`src/rtl/sdc_blk_fetch.sv`:
```
// Block fetch engine behind the ADMA2 FSM: owns the system address register and
// copies one block from system RAM into the data-line transmit FIFO per start strobe.
module sdc_blk_fetch #(
   parameter int ADDR_W    = 32,
   parameter int DATA_W    = 32,
   parameter int BLK_BYTES = 512,
   parameter int RAM_LAT   = 2
) (
   input  logic              clk,
   input  logic              reset,
   input  logic              sar_load_strb,
   input  logic [ADDR_W-1:0] sar_load_val,
   input  logic              adma_sar_inc_strb,
   input  logic              strt_fifo_strb,
   input  logic              xfer_abort,
   output logic              ram_rd_en,
   output logic [ADDR_W-1:0] ram_addr,
   input  logic [DATA_W-1:0] ram_rd_data,
   output logic              fifo_wr_en,
   output logic [DATA_W-1:0] fifo_wr_data,
   input  logic              fifo_full,
   input  logic              blk_sent_strb,
   output logic              dat_tf_done,
   output logic              busy,
   output logic [ADDR_W-1:0] cur_sar,
   output logic              sar_err,
   output logic [2:0]        state_dbg
);

   localparam int BPW   = DATA_W / 8;
   localparam int WPB   = BLK_BYTES / BPW;
   localparam int CNT_W = $clog2(WPB + 1);

   localparam logic [CNT_W-1:0]  WPB_C   = CNT_W'(WPB);
   localparam logic [ADDR_W-1:0] BLK_INC = ADDR_W'(BLK_BYTES);
   localparam logic [ADDR_W-1:0] BPW_INC = ADDR_W'(BPW);
   localparam logic [2:0]        LAT_C   = 3'(RAM_LAT);

   typedef enum logic [2:0] {
      IDLE      = 3'd0,
      ISSUE     = 3'd1,
      WAIT_RD   = 3'd2,
      PUSH      = 3'd3,
      WAIT_SENT = 3'd4,
      DONE      = 3'd5
   } state_t;

   state_t            state;
   logic [ADDR_W-1:0] sar;
   logic [ADDR_W-1:0] blk_base;
   logic [DATA_W-1:0] hold;
   logic [CNT_W-1:0]  word_cnt;
   logic [CNT_W-1:0]  word_nxt;
   logic [2:0]        lat_cnt;
   logic              sent;
   logic              sar_strb;

   // FIFO handshake: a word is transferred in every cycle where fifo_wr_en is high;
   // fifo_wr_en is only raised in a cycle where fifo_full is low, and the word is
   // held unchanged in PUSH for as long as fifo_full stays high.
   assign busy         = (state != IDLE);
   assign ram_rd_en    = (state == ISSUE) && !xfer_abort;
   assign fifo_wr_en   = (state == PUSH) && !fifo_full && !xfer_abort;
   assign fifo_wr_data = hold;
   assign cur_sar      = sar;
   assign state_dbg    = state;
   assign word_nxt     = word_cnt + CNT_W'(1);
   assign sar_strb     = sar_load_strb || adma_sar_inc_strb;

   always_ff @(posedge clk or negedge reset) begin
      if (!reset) begin
         state       <= IDLE;
         sar         <= '0;
         blk_base    <= '0;
         ram_addr    <= '0;
         hold        <= '0;
         word_cnt    <= '0;
         lat_cnt     <= '0;
         sent        <= 1'b0;
         dat_tf_done <= 1'b0;
         sar_err     <= 1'b0;
      end else begin
         dat_tf_done <= 1'b0;
         sar_err     <= busy && sar_strb;

         if (busy && xfer_abort) begin
            state <= IDLE;
         end else begin
            case (state)
               IDLE: begin
                  if (sar_load_strb) begin
                     sar <= sar_load_val;
                  end else if (adma_sar_inc_strb) begin
                     blk_base <= sar;
                     sar      <= sar + BLK_INC;
                  end
                  if (strt_fifo_strb) begin
                     state    <= ISSUE;
                     word_cnt <= '0;
                     sent     <= 1'b0;
                     ram_addr <= blk_base;
                  end
               end
               ISSUE: begin
                  lat_cnt <= LAT_C;
                  state   <= WAIT_RD;
               end
               WAIT_RD: begin
                  // Counter reaching zero marks the cycle the read data is valid.
                  lat_cnt <= lat_cnt - 3'd1;
                  if (lat_cnt == 3'd1) begin
                     hold  <= ram_rd_data;
                     state <= PUSH;
                  end
               end
               PUSH: begin
                  if (!fifo_full) begin
                     word_cnt <= word_nxt;
                     ram_addr <= ram_addr + BPW_INC;
                     state    <= (word_nxt == WPB_C) ? WAIT_SENT : ISSUE;
                  end
               end
               WAIT_SENT: begin
                  if (sent) begin
                     state       <= DONE;
                     dat_tf_done <= 1'b1;
                  end
               end
               DONE: begin
                  sent  <= 1'b0;
                  state <= IDLE;
               end
               default: state <= IDLE;
            endcase

            // Remember an early sent strobe so it is not lost before WAIT_SENT.
            if (busy && blk_sent_strb && state != DONE) sent <= 1'b1;
         end
      end
   end

endmodule
```
`config.mk`:
```
export PLATFORM = sky130hd
export DESIGN_NAME = sdc_blk_fetch
export DESIGN_NICKNAME = d
export VERILOG_FILES = /design/src/rtl/sdc_blk_fetch.sv
export SDC_FILE = /design/constraint.sdc
export NUM_CORES = 1
export LEC_CHECK = 0
export CAP_MARGIN = 20
export CORE_MARGIN = 3
export CORE_UTILIZATION = 30
export DETAILED_ROUTE_END_ITERATION = 6
export PLACE_DENSITY = 0.56
export REMOVE_ABC_BUFFERS = 1
export SYNTH_ARGS = -nofsm -noshare
export SYNTH_HDL_FRONTEND = slang
export SYNTH_SLANG_ARGS = --single-unit
```
`constraint.sdc`:
```
create_clock -name clk -period 2.8 [get_ports clk]
set_input_delay 0.56 -clock clk [delete_from_list [all_inputs] [get_ports clk]]
set_output_delay 0.56 -clock clk [all_outputs]
set_load 0.1 [all_outputs]
```
# Yosys cells after proc, flatten, opt, wreduce, memory -nomap -nowiden
# Cells that the tools add are included.
# W data, S select, Z words.
# classes
n_addsub	4
n_mul	0
div_mod_pow	0
magnitude_cmp	0
eq_ne	15
shifts	0
mux	22
bitwise_logic	2
reduce_logical	23
# ops
op	count
$mux W32	4
$pmux W32 S2	1
$add A32 B10 Y32 const B	1
$add A32 B3 Y32 const B	1
$mux W3	6
$mux W8	2
$pmux W8 S2	1
$ne A3 B3 Y1 const B	5
$pmux W3 S5	1
$reduce_and A4 Y1	3
$reduce_and A3 Y1	3
$add A8 B1 Y8 const B	1
$eq A8 B8 Y1 const B	1
$logic_and A1 B1 Y1	7
$eq A3 B1 Y1 const B	2
$eq A3 B2 Y1 const B	2
$eq A3 B3 Y1 const B	2
$pmux W3 S2	1
$reduce_bool A2 Y1	3
$reduce_bool A3 Y1	2
$mux W1	5
$ne A2 B2 Y1 const B	2
$logic_not A3 Y1	1
$ne A3 B2 Y1 const B	1
other kinds (6)	8
# word_totals
reg_bits	145
latchBits	0
ramBits	0
romBits	0
inputBits	72
output_inout_bits	104
word_cells	76
memories	0

# Logic depth before layout (Yosys ltp)
# Gate-level depths: netlist of run 1.
# depth
word_depth	6
ltp_mapped	8
mapped_depth_nobuf	6

# Worst setup path before layout of run 1
# OpenSTA, ideal clock, no wires.
# synth_path
path_kind	reg2out
startpoint	reg state[0] (netlist: state_dbg[0])
endpoint	out ram_rd_en
arrival_time_ns	4.596
required_ns	2.240
path_slack_ns	-2.356
path_stages_with_launch	4
n_path_buf	2
path_cell_list	dfrtp_1 > clkbuf_1 > clkbuf_1 > nor4b_1
# synth_via
elab_chain_cells	2
# synth_lines
element	line	source
start: declaration	48	state_t state;
start signal: assignment	120	state <= (word_nxt == WPB_C) ? WAIT_SENT : ISSUE;
$eq A3 B1 Y1	62	assign ram_rd_en = (state == ISSUE) && !xfer_abort;
$logic_and A1 B1 Y1	62	
end: declaration	16	output logic ram_rd_en,
# Every way passes these cells.

# Worst setup path after layout of run 1
# layout_path
startpoint	in xfer_abort
endpoint	out fifo_wr_en
# layout_via
elab_chain_cells	2
# layout_lines
element	line	source
start: declaration	15	input logic xfer_abort,
$logic_not A1 Y1	63	assign fifo_wr_en = (state == PUSH) && !fifo_full && !xfer_abort;
$logic_and A1 B1 Y1	63	
end: declaration	19	output logic fifo_wr_en,
# Every way passes these cells.

==> flow_summary.toml, run 1 <==
[floorplanning]
dieArea_sq_mm = 0.0258
core_area_sq_mm = 0.0231
die_w_microns = 160
die_h_microns = 160
num_io_pins = 176
rows = 55
initial_core_util_pct = 31.1

[setup_path]
cp.required_ps = 2240
ff2ff_setup_slack_ps = 430
crit_path_start = "xfer_abort"
crit_path_end_kind = "output pin"
r2r-end = "ram_addr[26]$_DFFE_PN0P_"
start_kind = "primary input"
cp_max_fo = 11
reg2reg_from = "ram_addr[10]$_DFFE_PN0P_"
path_class = "in -> out"
setup.worst_path.end = "fifo_wr_en"
arrival_ps = 1880
ff2ff_path_depth = 5

[route]
totalWireLength_mm = 22.4
wl_per_cell_microns = 17.4
dr.first_iter.drc_count = 497
remaining_drc_errors = 0
num_vias = 6565
drt_first_pass_iters = 5
vias_per_cell = 5.09
ant_nets = 0

[clock_tree]
clkTransAtPathRegs_ps = 60
holdBufCountCts = 0
htreeDepth = 4
cts_buffers = 17
cts_sinks = 145
postCtsSetupBuffers = 0
cts_tree = "built"
cts.path.max_buffers = 2
clock_latency_ps = 430
post_cts_resized = 0
cts_root_buf = "clkbuf_16"

[logic_synthesis]
ys_async_sr_fraction_pct = 100
synth_cells = 789
ys.flop_type = "dfrtp_1"
ys_seq_area_share_pct = 50.7
synth_cell_types = 56
syn_area_sq_mm = 0.00716
yosys_warnings = 0
synth.ff_latch_count = 145
syn_area_per_cell_sq_um = 9.08
synth-edff-count = 0

[sta]
setup-tns-final_ps = 0
clock.fmax_mhz = 409
slew_viol_final = 0
post-route-min-period_ps = 2440
fin_crit_sh_pct = 87.3
hold_viol_final = 0
finalSetupViolCount = 0
rsz0062_at_grt = "false"
whs_ps = 90.6
tightest_slew_ps = 634
fin_skew_ps = 11.7
slew_headroom_pct = 57.3

[placement]
placed_area_sq_mm = 0.00920
dp_hpwl_mm = 16.3
port_buffers = 175
gp_congestion = 0.818

[grt]
gr-usage-all-layers_pct = 17.2
grt_pass1_vias = 6172
grt_max_degree = 62
grt_pass1_wl_mm = 35.5
grt_overflow = 0
antenna_found_initial = 0

[cells_and_area]
drive_gt1_share_pct = 21.9
design_area_sq_mm = 0.00981
layout_commonest_cell = "nand2_1"
final_cell_mix = "nand2_1, dfrtp_1, buf_4"
final_core_util_pct = 42.6
area_growth_pct = 37.0
final_nets = 1043
diodes = 0

[status]
status = "finished clean"

[worst_hold_path]
hold_path.class = "in -> async"

[job]
cap_violations = 0
==> synth_stat cells, types with 9 or more instances <==
cell type / number / area, sq um
inv_1: 15 / 56.3
a2bb2oi_1: 15 / 131
o22ai_1: 16 / 100
nor2_1: 43 / 161
nand3_1: 37 / 185
nand4_1: 21 / 131
o21ai_0: 61 / 305
nor3_1: 13 / 65.1
mux2_2: 32 / 360
and3_1: 9 / 56.3
nand2_1: 170 / 638
nor4_1: 9 / 56.3
dfrtp_1: 145 / 3630
clkbuf_1: 45 / 169
a21oi_1: 56 / 280
==> routing by layer <==
metal	global-route usage, %	vias to the layer above	part of all wire (%)
met5	0	-	0
met3	3.66	22	5.2
met4	4.22	0	1.3
met2	26.2	194	46
li1	-	3192	-
met1	24.8	3157	47
==> flip-flops by register name, indices dropped and copies added, names as in the netlist <==
signal / flops
blk_base: 32
cur_sar: 32
fifo_wr_data: 32
ram_addr: 32
word_cnt: 8
lat_cnt: 3
state_dbg: 3
dat_tf_done: 1
sar_err: 1
sent: 1
==> how the worst min path moves through the flow <==
stage,from,endpoint,slack (ps),cells past startpoint
CTS,reset,cur_sar[30]$_DFFE_PN0P_,100,1
detailed placement,blk_base[17]$_DFFE_PN0P_,blk_base[17]$_DFFE_PN0P_,460,2
finish,reset,cur_sar[3]$_DFFE_PN0P_,90,1
global placement,blk_base[19]$_DFFE_PN0P_,blk_base[19]$_DFFE_PN0P_,460,2
global route,reset,blk_base[8]$_DFFE_PN0P_,110,1
floorplan,reset,blk_base[0]$_DFFE_PN0P_,260,0
==> critical path, cell delays in order <==
cell and delay (ps):
clkdlybuf4s50_1 420, buf_4 180, or3_1 410, clkinv_1 120
buf_12 180
==> through the flow <==
stage | cells | worst slack, ps
2_1_floorplan | 738 | -2530
6_report | 1291 | 357
3_5_place_dp | 1259 | 207
3_3_place_gp | 1259 | 274
5_1_grt | 1291 | 197
4_1_cts | 1291 | 30.4
==> area by class of cell <==
cell class	count	area (sq um)
Timing Repair Buffer	208	1830
Multi-Input combinational cell	577	3290
Clock inverter	15	186
Fill cell	2252	13200
Inverter	16	60.1
Clock buffer	17	425
Sequential cell	145	3630
Tap cell	313	392
==> logic make-up after synthesis <==
group / Yosys count / share of synthesized area [%]
adders and majority gates: 6 / 1.05
muxes: 39 / 6.03
buffers and inverters: 67 / 3.56
DFF: 145 / 50.7
and+or+nand+nor: 338 / 22.1
AOI/OAI and AO/OA: 190 / 16.1
xor gates and xnor gates: 4 / 0.489
Power of run 1 is not shown: default switching activity piles up to over one toggle a cycle in this logic, so the estimate is an artifact.
==> inputs of run 2 (changes only) <==
--- a/config.mk
+++ b/config.mk
@@ -6,6 +6,7 @@
 export NUM_CORES = 1
 export LEC_CHECK = 0
 export CAP_MARGIN = 20
+export CORE_ASPECT_RATIO = 1.25
 export CORE_MARGIN = 3
 export CORE_UTILIZATION = 30
 export DETAILED_ROUTE_END_ITERATION = 6
==> run 2 against run 1 <==
Wire length is 2.1% lower. Register-to-register slack gained 40 ps. Clock skew grew 0.80 ps. Critical path type unchanged.
==> flow_summary.toml, run 2 (synthesis gave the netlist of run 1 again) <==
[status]
status = "finished clean"

[route]
wl_per_cell_microns = 17.4
remaining_drc_errors = 0
dr_wl_met3_mm = 1.20
num_vias = 6571
wl_met1_mm = 9.74
vias_per_cell = 5.20
dr.first_iter.drc_count = 383
drt_first_pass_iters = 5
ant_nets = 0
wl_met2_mm = 10.7
highest_layer = "met4"
totalWireLength_mm = 22.0

[cells_and_area]
multi_input_area_sq_mm = 0.00329
fillCellCount = 2297
drive_gt1_share_pct = 21.6
diodes = 0
final_cells = 1264
final_cell_mix = "nand2_1, dfrtp_1, buf_4"
layout.area.seq_sq_mm = 0.00363
layout_commonest_cell = "nand2_1"
area_growth_pct = 36.5
final_nets = 1041

[setup_path]
crit_path_end_kind = "output pin"
cp.required_ps = 2240
ff2ff_path_depth = 5
cp_max_fo = 11
arrival_ps = 1890
start_kind = "primary input"
path_class = "in -> out"

[grt]
grt_overflow = 0
antenna_found_initial = 0
grt_pass1_wl_mm = 34.7
gr-usage-all-layers_pct = 17.0
grt_max_degree = 62
grt_pass1_vias = 6259

[job]
cap_violations = 0

[floorplanning]
dieArea_sq_mm = 0.0258
initial_core_util_pct = 30.9
die_h_microns = 179
core_area_sq_mm = 0.0232
rows = 62
num_io_pins = 176
die_w_microns = 144

[clock_tree]
clock_latency_ps = 420
cts_root_buf = "clkbuf_16"
cts.path.max_buffers = 2
clkTransAtPathRegs_ps = 60
post_cts_resized = 0
htreeDepth = 4
postCtsSetupBuffers = 0
cts_sinks = 145
cts_tree = "built"
holdBufCountCts = 0
cts_buffers = 17

[sta]
fin_skew_ps = 12.5
slew_headroom_pct = 58.6
rsz0062_at_grt = "false"
finalSetupViolCount = 0
post-route-min-period_ps = 2450
slew_viol_final = 0
fin_crit_sh_pct = 87.5
hold_viol_final = 0
tightest_slew_ps = 616
clock.fmax_mhz = 408

[worst_hold_path]
hold_path.class = "in -> async"

[placement]
dp_cells = 1232
dp_hpwl_mm = 16.0
port_buffers = 175
gp_congestion = 0.862
run 2: final timing paths:
| check | start | end | slack [ps] |
|---|---|---|---|
| max reg2reg | ram_addr[13]$_DFFE_PN0P_ | ram_addr[26]$_DFFE_PN0P_ | 470 |
| min reg2reg | blk_base[15]$_DFFE_PN0P_ | blk_base[15]$_DFFE_PN0P_ | 470 |
| min in group clk | blk_base[15]$_DFFE_PN0P_ | blk_base[15]$_DFFE_PN0P_ | 470 |
| min | reset | cur_sar[3]$_DFFE_PN0P_ | 60 |
| max | xfer_abort | ram_rd_en | 350 |
| max in group asynchronous | reset | fifo_wr_data[16]$_DFFE_PN0P_ | 2060 |
run 2: worst max-delay path: stages:
cell and delay, ps:
clkdlybuf4s50_1 430, buf_4 180, nor4b_1 470, buf_12 240
run 2: metrics by stage:
stage / instance area (sq um) / TNS (ps) / hold WS (ps) / setup slack [ps] / utilization, %
floorplan: 6970 / -116050 / 264 / -2530 / -
global placement: 9160 / 0 / 459 / 271 / 39.5
detailed placement: 9160 / 0 / 460 / 247 / 39.5
CTS: 9780 / 0 / 73.2 / 352 / 42.1
global route: 9780 / 0 / 87.6 / 239 / 42.1
finish: 9780 / 0 / 58.3 / 350 / 42.1
run 2: per-layer routing:
| layer | vias to the layer above | track usage, % |
|---|---|---|
| li1 | 3183 | - |
| met2 | 207 | 28.3 |
| met4 | 0 | 4.70 |
| met3 | 23 | 3.74 |
| met1 | 3158 | 22.2 |
| met5 | - | 0 |
run 2: final cells by class:
class                           count  area share, %
Clock buffer                       19           4.63
Clock inverter                     13           1.64
Inverter                           16          0.614
Multi-Input combinational cell    577           33.6
Sequential cell                   145           37.1
Tap cell                          288           3.69
Timing Repair Buffer              206           18.7
Power of run 2 is left out for the same reason.
